`config.mk`:
```
export PLATFORM = sky130hd
export DESIGN_NAME = nw_align_stream
export DESIGN_NICKNAME = d
export VERILOG_FILES = /design/src/rtl/nw_pkg.sv /design/src/rtl/nw_cell.sv /design/src/rtl/nw_align_stream.sv
export SDC_FILE = /design/constraint.sdc
export NUM_CORES = 2
export LEC_CHECK = 0
export BUFFER_PORTS_ARGS = -buffer_cell sky130_fd_sc_hd__buf_2
export CAP_MARGIN = 15
export CORE_MARGIN = 3
export CORE_UTILIZATION = 58
export CTS_CLUSTER_SIZE = 10
export DETAILED_ROUTE_END_ITERATION = 16
export GPL_ROUTABILITY_DRIVEN = 0
export HOLD_SLACK_MARGIN = 0.12
export PLACE_DENSITY = 0.77
export SLEW_MARGIN = 15
export SYNTH_ARGS = -nofsm -noshare
export SYNTH_HDL_FRONTEND = slang
export SYNTH_SLANG_ARGS = --single-unit
```
`constraint.sdc`:
```
create_clock -name clk -period 18.45 [get_ports clk]
set_input_delay 2.7675 -clock clk [delete_from_list [all_inputs] [get_ports clk]]
set_output_delay 2.7675 -clock clk [all_outputs]
set_load 0.005 [all_outputs]
```
`src/rtl/nw_pkg.sv`:
```
// nw_pkg: pointer/state enums, output fill characters and the max3 tie-break shared by nw_align_stream
package nw_pkg;

    typedef enum logic [1:0] {DIAG = 2'd0, UP = 2'd1, LEFT = 2'd2} ptr_t;

    typedef enum logic [2:0] {IDLE, LOAD_A, LOAD_B, DP, TRACE, PAD, DONE} state_t;

    localparam logic [7:0] DASH_C       = 8'd45;
    localparam logic [7:0] UNDERSCORE_C = 8'd95;

    // Up beats left only when strictly greater; diag beats that winner only when strictly greater
    function automatic ptr_t nw_max3(input int diag, input int up, input int left);
        int best;
        best = (up > left) ? up : left;
        return (diag > best) ? DIAG : ((up > left) ? UP : LEFT);
    endfunction

endpackage

```
`src/rtl/nw_cell.sv`:
```
// nw_cell: combinational score and traceback pointer for one Needleman-Wunsch cell
module nw_cell import nw_pkg::*; #(
    parameter int CW = 8,
    parameter int SW = 16
) (
    input  logic [CW-1:0]        a_ch,
    input  logic [CW-1:0]        b_ch,
    input  logic signed [SW-1:0] diag,
    input  logic signed [SW-1:0] up,
    input  logic signed [SW-1:0] left,
    input  logic signed [SW-1:0] match_sc,
    input  logic signed [SW-1:0] mism_sc,
    input  logic signed [SW-1:0] gap_sc,
    output logic signed [SW-1:0] score,
    output ptr_t                 ptr
);

    logic signed [SW-1:0] d, u, l;

    // Candidate scores from the three predecessors, then pick the winner
    always_comb begin
        d     = diag + ((a_ch == b_ch) ? match_sc : mism_sc);
        u     = up + gap_sc;
        l     = left + gap_sc;
        ptr   = nw_max3(int'(d), int'(u), int'(l));
        score = (ptr == DIAG) ? d : ((ptr == UP) ? u : l);
    end

endmodule

```
`src/rtl/nw_align_stream.sv`:
```
// nw_align_stream: streaming Needleman-Wunsch global aligner (rolling-row DP, 2-bit pointer RAM traceback).
// Optional macro NW_SCORE_OUT_EN adds the final_score output.
module nw_align_stream import nw_pkg::*; #(
    parameter int ALEN = 16,
    parameter int BLEN = 16,
    parameter int CW   = 8,
    parameter int SW   = 16
) (
    input  logic          clk,
    input  logic          rstn,
    input  logic          start,
    input  logic [7:0]    match_sc,
    input  logic [7:0]    mism_sc,
    input  logic [7:0]    gap_sc,
    input  logic          seq_valid,
    output logic          seq_ready,
    input  logic [CW-1:0] seq_data,
    output logic          out_valid,
    input  logic          out_ready,
    output logic [CW-1:0] out_a,
    output logic [CW-1:0] out_b,
    output logic          out_last,
    output logic          busy,
    output logic          done
`ifdef NW_SCORE_OUT_EN
    ,
    output logic signed [SW-1:0] final_score
`endif
);

    localparam int AW   = $clog2(ALEN + 1);
    localparam int BW   = $clog2(BLEN + 1);
    localparam int PW   = $clog2((ALEN + 1) * (BLEN + 1));
    localparam int TOT  = ALEN + BLEN;
    localparam int CNTW = $clog2(TOT + 1);

    state_t               state, state_nx;
    logic signed [SW-1:0] match_r, mism_r, gap_r, diag_r, cell_sc;
    logic signed [SW-1:0] row [0:ALEN];
    logic [CW-1:0]        seq_a [0:ALEN];
    logic [CW-1:0]        seq_b [0:BLEN];
    ptr_t                 ptr_ram [0:(ALEN+1)*(BLEN+1)-1];
    logic [AW-1:0]        ia, ia_m1, ia_nx;
    logic [BW-1:0]        ib, ib_m1, ib_nx;
    logic [CNTW-1:0]      cnt;
    logic [PW-1:0]        addr;
    ptr_t                 cell_ptr, tr_ptr;
    logic                 seq_hs, load_ok, dp_end, tr_diag, tr_left, tr_end;

    // ia/ib index the current DP cell and, after the fill, the traceback position
    assign ia_m1   = ia - AW'(1);
    assign ib_m1   = ib - BW'(1);
    assign addr    = PW'(ib) * PW'(ALEN + 1) + PW'(ia);
    assign tr_ptr  = ptr_ram[addr];
    assign seq_hs  = seq_valid && seq_ready;
    assign load_ok = !out_valid || out_ready;
    assign dp_end  = state == DP && ib == BW'(BLEN) && ia == AW'(ALEN);

    nw_cell #(.CW(CW), .SW(SW)) u_cell (
        .a_ch     (seq_a[ia_m1]),
        .b_ch     (seq_b[ib_m1]),
        .diag     (diag_r),
        .up       (row[ia]),
        .left     (row[ia_m1]),
        .match_sc (match_r),
        .mism_sc  (mism_r),
        .gap_sc   (gap_r),
        .score    (cell_sc),
        .ptr      (cell_ptr)
    );

    // Traceback step decode; row 0 / column 0 never consult the RAM
    always_comb begin
        tr_diag = tr_ptr == DIAG && ia != '0 && ib != '0;
        tr_left = !tr_diag && ia != '0 && (tr_ptr == LEFT || ib == '0);
        ia_nx   = ia - AW'(tr_diag || tr_left);
        ib_nx   = ib - BW'(!tr_left);
        tr_end  = ia_nx == '0 && ib_nx == '0;
    end

    // State register
    always_ff @(posedge clk) state <= !rstn ? IDLE : state_nx;

    // Next-state logic
    always_comb begin
        state_nx = state;
        case (state)
            IDLE:    if (start) state_nx = LOAD_A;
            LOAD_A:  if (seq_hs && ia == AW'(ALEN - 1)) state_nx = LOAD_B;
            LOAD_B:  if (seq_hs && ib == BW'(BLEN - 1)) state_nx = DP;
            DP:      if (dp_end) state_nx = TRACE;
            TRACE:   if (load_ok && tr_end) state_nx = PAD;
            PAD:     if (cnt == CNTW'(TOT) && out_valid && out_ready) state_nx = DONE;
            default: state_nx = IDLE;
        endcase
    end

    // Status outputs decoded from the state
    always_comb begin
        seq_ready = state == LOAD_A || state == LOAD_B;
        busy      = state != IDLE;
        done      = state == DONE;
    end

    // Pointer RAM: one write per interior DP cell
    always_ff @(posedge clk) if (state == DP && ib != '0 && ia != '0) ptr_ram[addr] <= cell_ptr;

    // Datapath: config latch, sequence load, rolling-row DP fill and output pair register
    always_ff @(posedge clk) begin
        if (!rstn) begin
            out_valid <= 1'b0;
            out_a     <= '0;
            out_b     <= '0;
            out_last  <= 1'b0;
            ia        <= '0;
            ib        <= '0;
            cnt       <= '0;
        end else begin
            case (state)
                IDLE: if (start) begin
                    match_r <= SW'($signed(match_sc));
                    mism_r  <= SW'($signed(mism_sc));
                    gap_r   <= SW'($signed(gap_sc));
                    ia      <= '0;
                    ib      <= '0;
                    cnt     <= '0;
                end
                LOAD_A: if (seq_hs) begin
                    seq_a[ia] <= seq_data;
                    ia        <= (ia == AW'(ALEN - 1)) ? '0 : ia + AW'(1);
                end
                LOAD_B: if (seq_hs) begin
                    seq_b[ib] <= seq_data;
                    ib        <= (ib == BW'(BLEN - 1)) ? '0 : ib + BW'(1);
                end
                DP: if (ib == '0) begin
                    for (int i = 0; i <= ALEN; i++) row[i] <= SW'(i) * gap_r;
                    ib <= BW'(1);
                end else if (ia == '0) begin
                    diag_r <= row[0];
                    row[0] <= row[0] + gap_r;
                    ia     <= AW'(1);
                end else begin
                    row[ia] <= cell_sc;
                    diag_r  <= row[ia];
                    if (ia != AW'(ALEN)) ia <= ia + AW'(1);
                    else if (ib != BW'(BLEN)) begin
                        ia <= '0;
                        ib <= ib + BW'(1);
                    end
                end
                TRACE: if (load_ok) begin
                    out_valid <= 1'b1;
                    out_a     <= (tr_diag || tr_left) ? seq_a[ia_m1] : CW'(DASH_C);
                    out_b     <= tr_left ? CW'(DASH_C) : seq_b[ib_m1];
                    out_last  <= cnt == CNTW'(TOT - 1);
                    cnt       <= cnt + CNTW'(1);
                    ia        <= ia_nx;
                    ib        <= ib_nx;
                end
                PAD: if (load_ok) begin
                    out_valid <= cnt != CNTW'(TOT);
                    out_last  <= cnt == CNTW'(TOT - 1);
                    if (cnt != CNTW'(TOT)) begin
                        out_a <= CW'(UNDERSCORE_C);
                        out_b <= CW'(UNDERSCORE_C);
                        cnt   <= cnt + CNTW'(1);
                    end
                end
                default: ;
            endcase
        end
    end

`ifdef NW_SCORE_OUT_EN
    // M[ALEN][BLEN] captured as the last cell is computed
    always_ff @(posedge clk) begin
        if (!rstn) final_score <= '0;
        else if (dp_end) final_score <= cell_sc;
    end
`endif

endmodule

```
==> summary.txt <==
Outcome
  • Status: finished clean

CTS
  • Worst skew pair latency: between 0.8 and 0.9 ns
  • Clock tree buffer depth: 3
  • CTS resizes: 0
  • Worst-path clk slew: about 0.050 ns
  • H-tree depth: 4
  • Hold_buf cts: 0
  • Clk sinks: ~1400
  • Post-CTS setup buffer count: 0
  • CTS buffer count: between 150 and 200
  • TritonCTS clock tree: built
  • Clock Root Buffer: clkbuf_16

Placement
  • Final HPWL from detailed placement: ~120000 um
  • Buffers on Ports: 57
  • Placed cell area: 0.0741 mm2

Drt
  • 1st-iter DRT viols: around 6700
  • DR vias/cell: 7.00
  • Residual DRC: 0
  • Drt wl/cell: between 30 and 40 um
  • DRT Pass-1 Iters: 8
  • ANT nets after route: 0
  • Total vias in the final route: approximately 46000
  • Drt total wl: between 150000 and 200000 um

Critical path
  • CP Capture Type: register
  • Top cell by count, worst path: buf_4
  • R2R cell count: 41
  • Critical path fanouts, max: between 150 and 200
  • Worst path arrival time: around 13 ns
  • Required time of the critical path: roughly 19 ns
  • Slowest stage cell, crit path: ha_4
  • CP Class: reg2reg
  • Worst Setup Start Kind: register
  • Slowest stage delay, CP: between 0.9 and 1 ns

Logic synthesis
  • Most used flip-flop cell after synthesis: edfxtp_1
  • Syn Area/Cell: between 15 and 20 um2
  • Async set-reset flop share out of synthesis: 0%
  • Library cells used by synthesis: 90
  • Cell taking the most area after synthesis: edfxtp_1
  • Top cells by area, synth: edfxtp_1 59%, mux4_2 18%, ha_1 3.4%, nor2_1 3.0%, nand2_1 1.9%
  • Synth Cell Area: between 0.07 and 0.08 mm2
  • Cells after Synth: between 4000 and 5000
  • Sequential area share after synthesis: between 50% and 60%
  • FF+latch count, synth: 1444
  • Number of flops mapped to enable cells by yosys: roughly 1400
  • Syn_nets: ~5000
  • Yosys top cell area share: approximately three fifths
  • Synth Warn #: 0

Global route
  • First-pass GRT wire length: just under 300000 um
  • Vias in the first global route: about 46000
  • Largest net degree at the start of global routing: approximately 220
  • GR Util met1: about two fifths
  • GRT Util Overall: between 30% and 40%
  • Met2 Use GR: 48.1%
  • Grt total ovfl: 0
  • Met3 GRT Util: between 6 and 7%
  • Top Usage Layer GRT: met2
  • Antenna violations before repair: 0

Timing
  • RSZ-0062 raised after global routing: false
  • Clock Skew: ~0.076 ns
  • Final setup viols: 0
  • Fmax: around 77 MHz
  • TNS Setup: 0 ns
  • Hold Vio Cnt, Final: 0
  • Minimum clock period after layout: ~13 ns
  • Final period utilization: around 70%
  • Worst Max-Slew Pin Slew: 1.30 ns
  • Rel. slew slack: a little over an eighth
  • Slew Limit Fails: 0

Power
  • Tot Pwr: between 10 and 15 mW
  • Worst ir drop on vdd: between 0.0009 and 0.001 V
  • P_leak: 26.2 nW
  • PwrDens: between 150 and 200 mW/mm2

Final layout
  • Area grow syn2layout: 9.81%
  • Fin util: approximately 65%
  • Area of the multi-input gates: around 0.027 mm2
  • FF+latch area: roughly 0.043 mm2
  • Commonest non-fill, non-tap cells in the layout: 1402 x edfxtp_1, 560 x mux4_2, 559 x nor2_1
  • Fraction of layout cells with a size suffix above 1: 20.7%
  • Commonest non-fill, non-tap cell in the layout: edfxtp_1
  • Final-stage net count: 5090
  • Post-route cell area: a little under 0.08 mm2
  • Number of fill cells in the layout: about 8300

Die
  • Core area: ~0.12 mm2
  • # rows: 128
  • Initial Utilization: about three fifths
  • Die Width: 358 um
  • Die Ht: ~360 um
  • Die area: 0.128 mm2
  • Boundary Pins: 58

Min path
  • Hold WC Path Type: reg2reg
  • Hold path cells: 2

Flow run
  • Max cap viols: 0
## power breakdown
group | switching, mW | internal [mW]
combinational | 4.33 | 1.71
sequential | 0.0409 | 5.39
clock | 1.29 | 1.68
## synthesized netlist by cell type, drive strengths merged (19+ instances only)
library cell,instances
o21ai,176
mux2,28
nand2,355
a211oi,26
a31oi,56
inv,166
nand3,58
a21oi,213
ha,198
o22ai,23
nand4,20
mux4,560
xor2,43
nor2,577
nand2b,19
clkbuf,200
o21bai,28
mux2i,45
edfxtp,1402
o21a,19
fa,38
nor2b,32
dfxtp,42
a21o,33
buf,81
xnor2,100
nor3,40
## metal layers
layer | vias to the layer above | part of all wire [%] | wire length [um]
li1 | 18700 | - | -
met1 | 22800 | 36 | 70000
met2 | 3486 | 47 | 92500
met3 | 669 | 12 | 22900
met4 | 0 | 5.5 | 10800
met5 | - | 0 | 0
## through the flow
| stage | std cells | hold WS [ns] | setup slack [ns] |
|---|---|---|---|
| after detailed placement | 6271 | 0.455 | 5.51 |
| after floorplan | 4770 | 0.448 | 0.701 |
| after global placement | 6271 | 0.450 | 5.72 |
| final | 6521 | 0.466 | 5.49 |
| after CTS | 6515 | 0.466 | 5.42 |
| after global routing | 6519 | 0.496 | 4.79 |
## sequential cells by signal, summed over array words and instances (netlist names), named ones only
register   cells
cnt            6
ia             5
match_r        8
row          512
out_last       1
diag_r        16
out_a          8
seq_a        136
out_valid      1
ib             5
mism_r         8
gap_r          8
out_b          8
seq_b        136
ptr_ram      578
state          3
## final cells by class
cell class / instances / share of cell area [%]
timing repair buffer: 161 / 1.42
multi-input combinational: 2877 / 34.7
clock buffer: 222 / 5.53
sequential: 1444 / 54.4
tap: 1625 / 2.58
antenna: 2 / 0.00634
clock inverter: 22 / 0.555
inverter: 168 / 0.799
## worst max-delay path: cells and delay by family, from the launching register on
kind / cells / cell delay (ns)
xor gates and xnor gates: 1 / 0.22
muxes: 4 / 1.51
and+or+nand+nor: 11 / 1.85
buffers and inverters: 8 / 3.26
DFF: 1 / 0.83
AOI/OAI and AO/OA: 12 / 2.67
adders and majority gates: 5 / 1.92
## cells by family after synthesis
family / synth area share (%)
compound gates: 5.89
xor+xnor: 1.77
fa+ha+maj: 4.51
buf+inv: 2.46
flops: 59.7
mux: 18.6
simple gates: 7.01
## path summary, 6_finish.rpt
path	start	end	slack, ns
worst min register to register	out_b[7]	out_b[7]	0.47
worst min-delay path	out_b[7]	out_b[7]	0.47
worst max register to register	ia[0]	ptr_ram[205][1]	5.49
worst max-delay path	ia[0]	ptr_ram[205][1]	5.49
No activity file was read; power rests on OpenSTA's default activity.
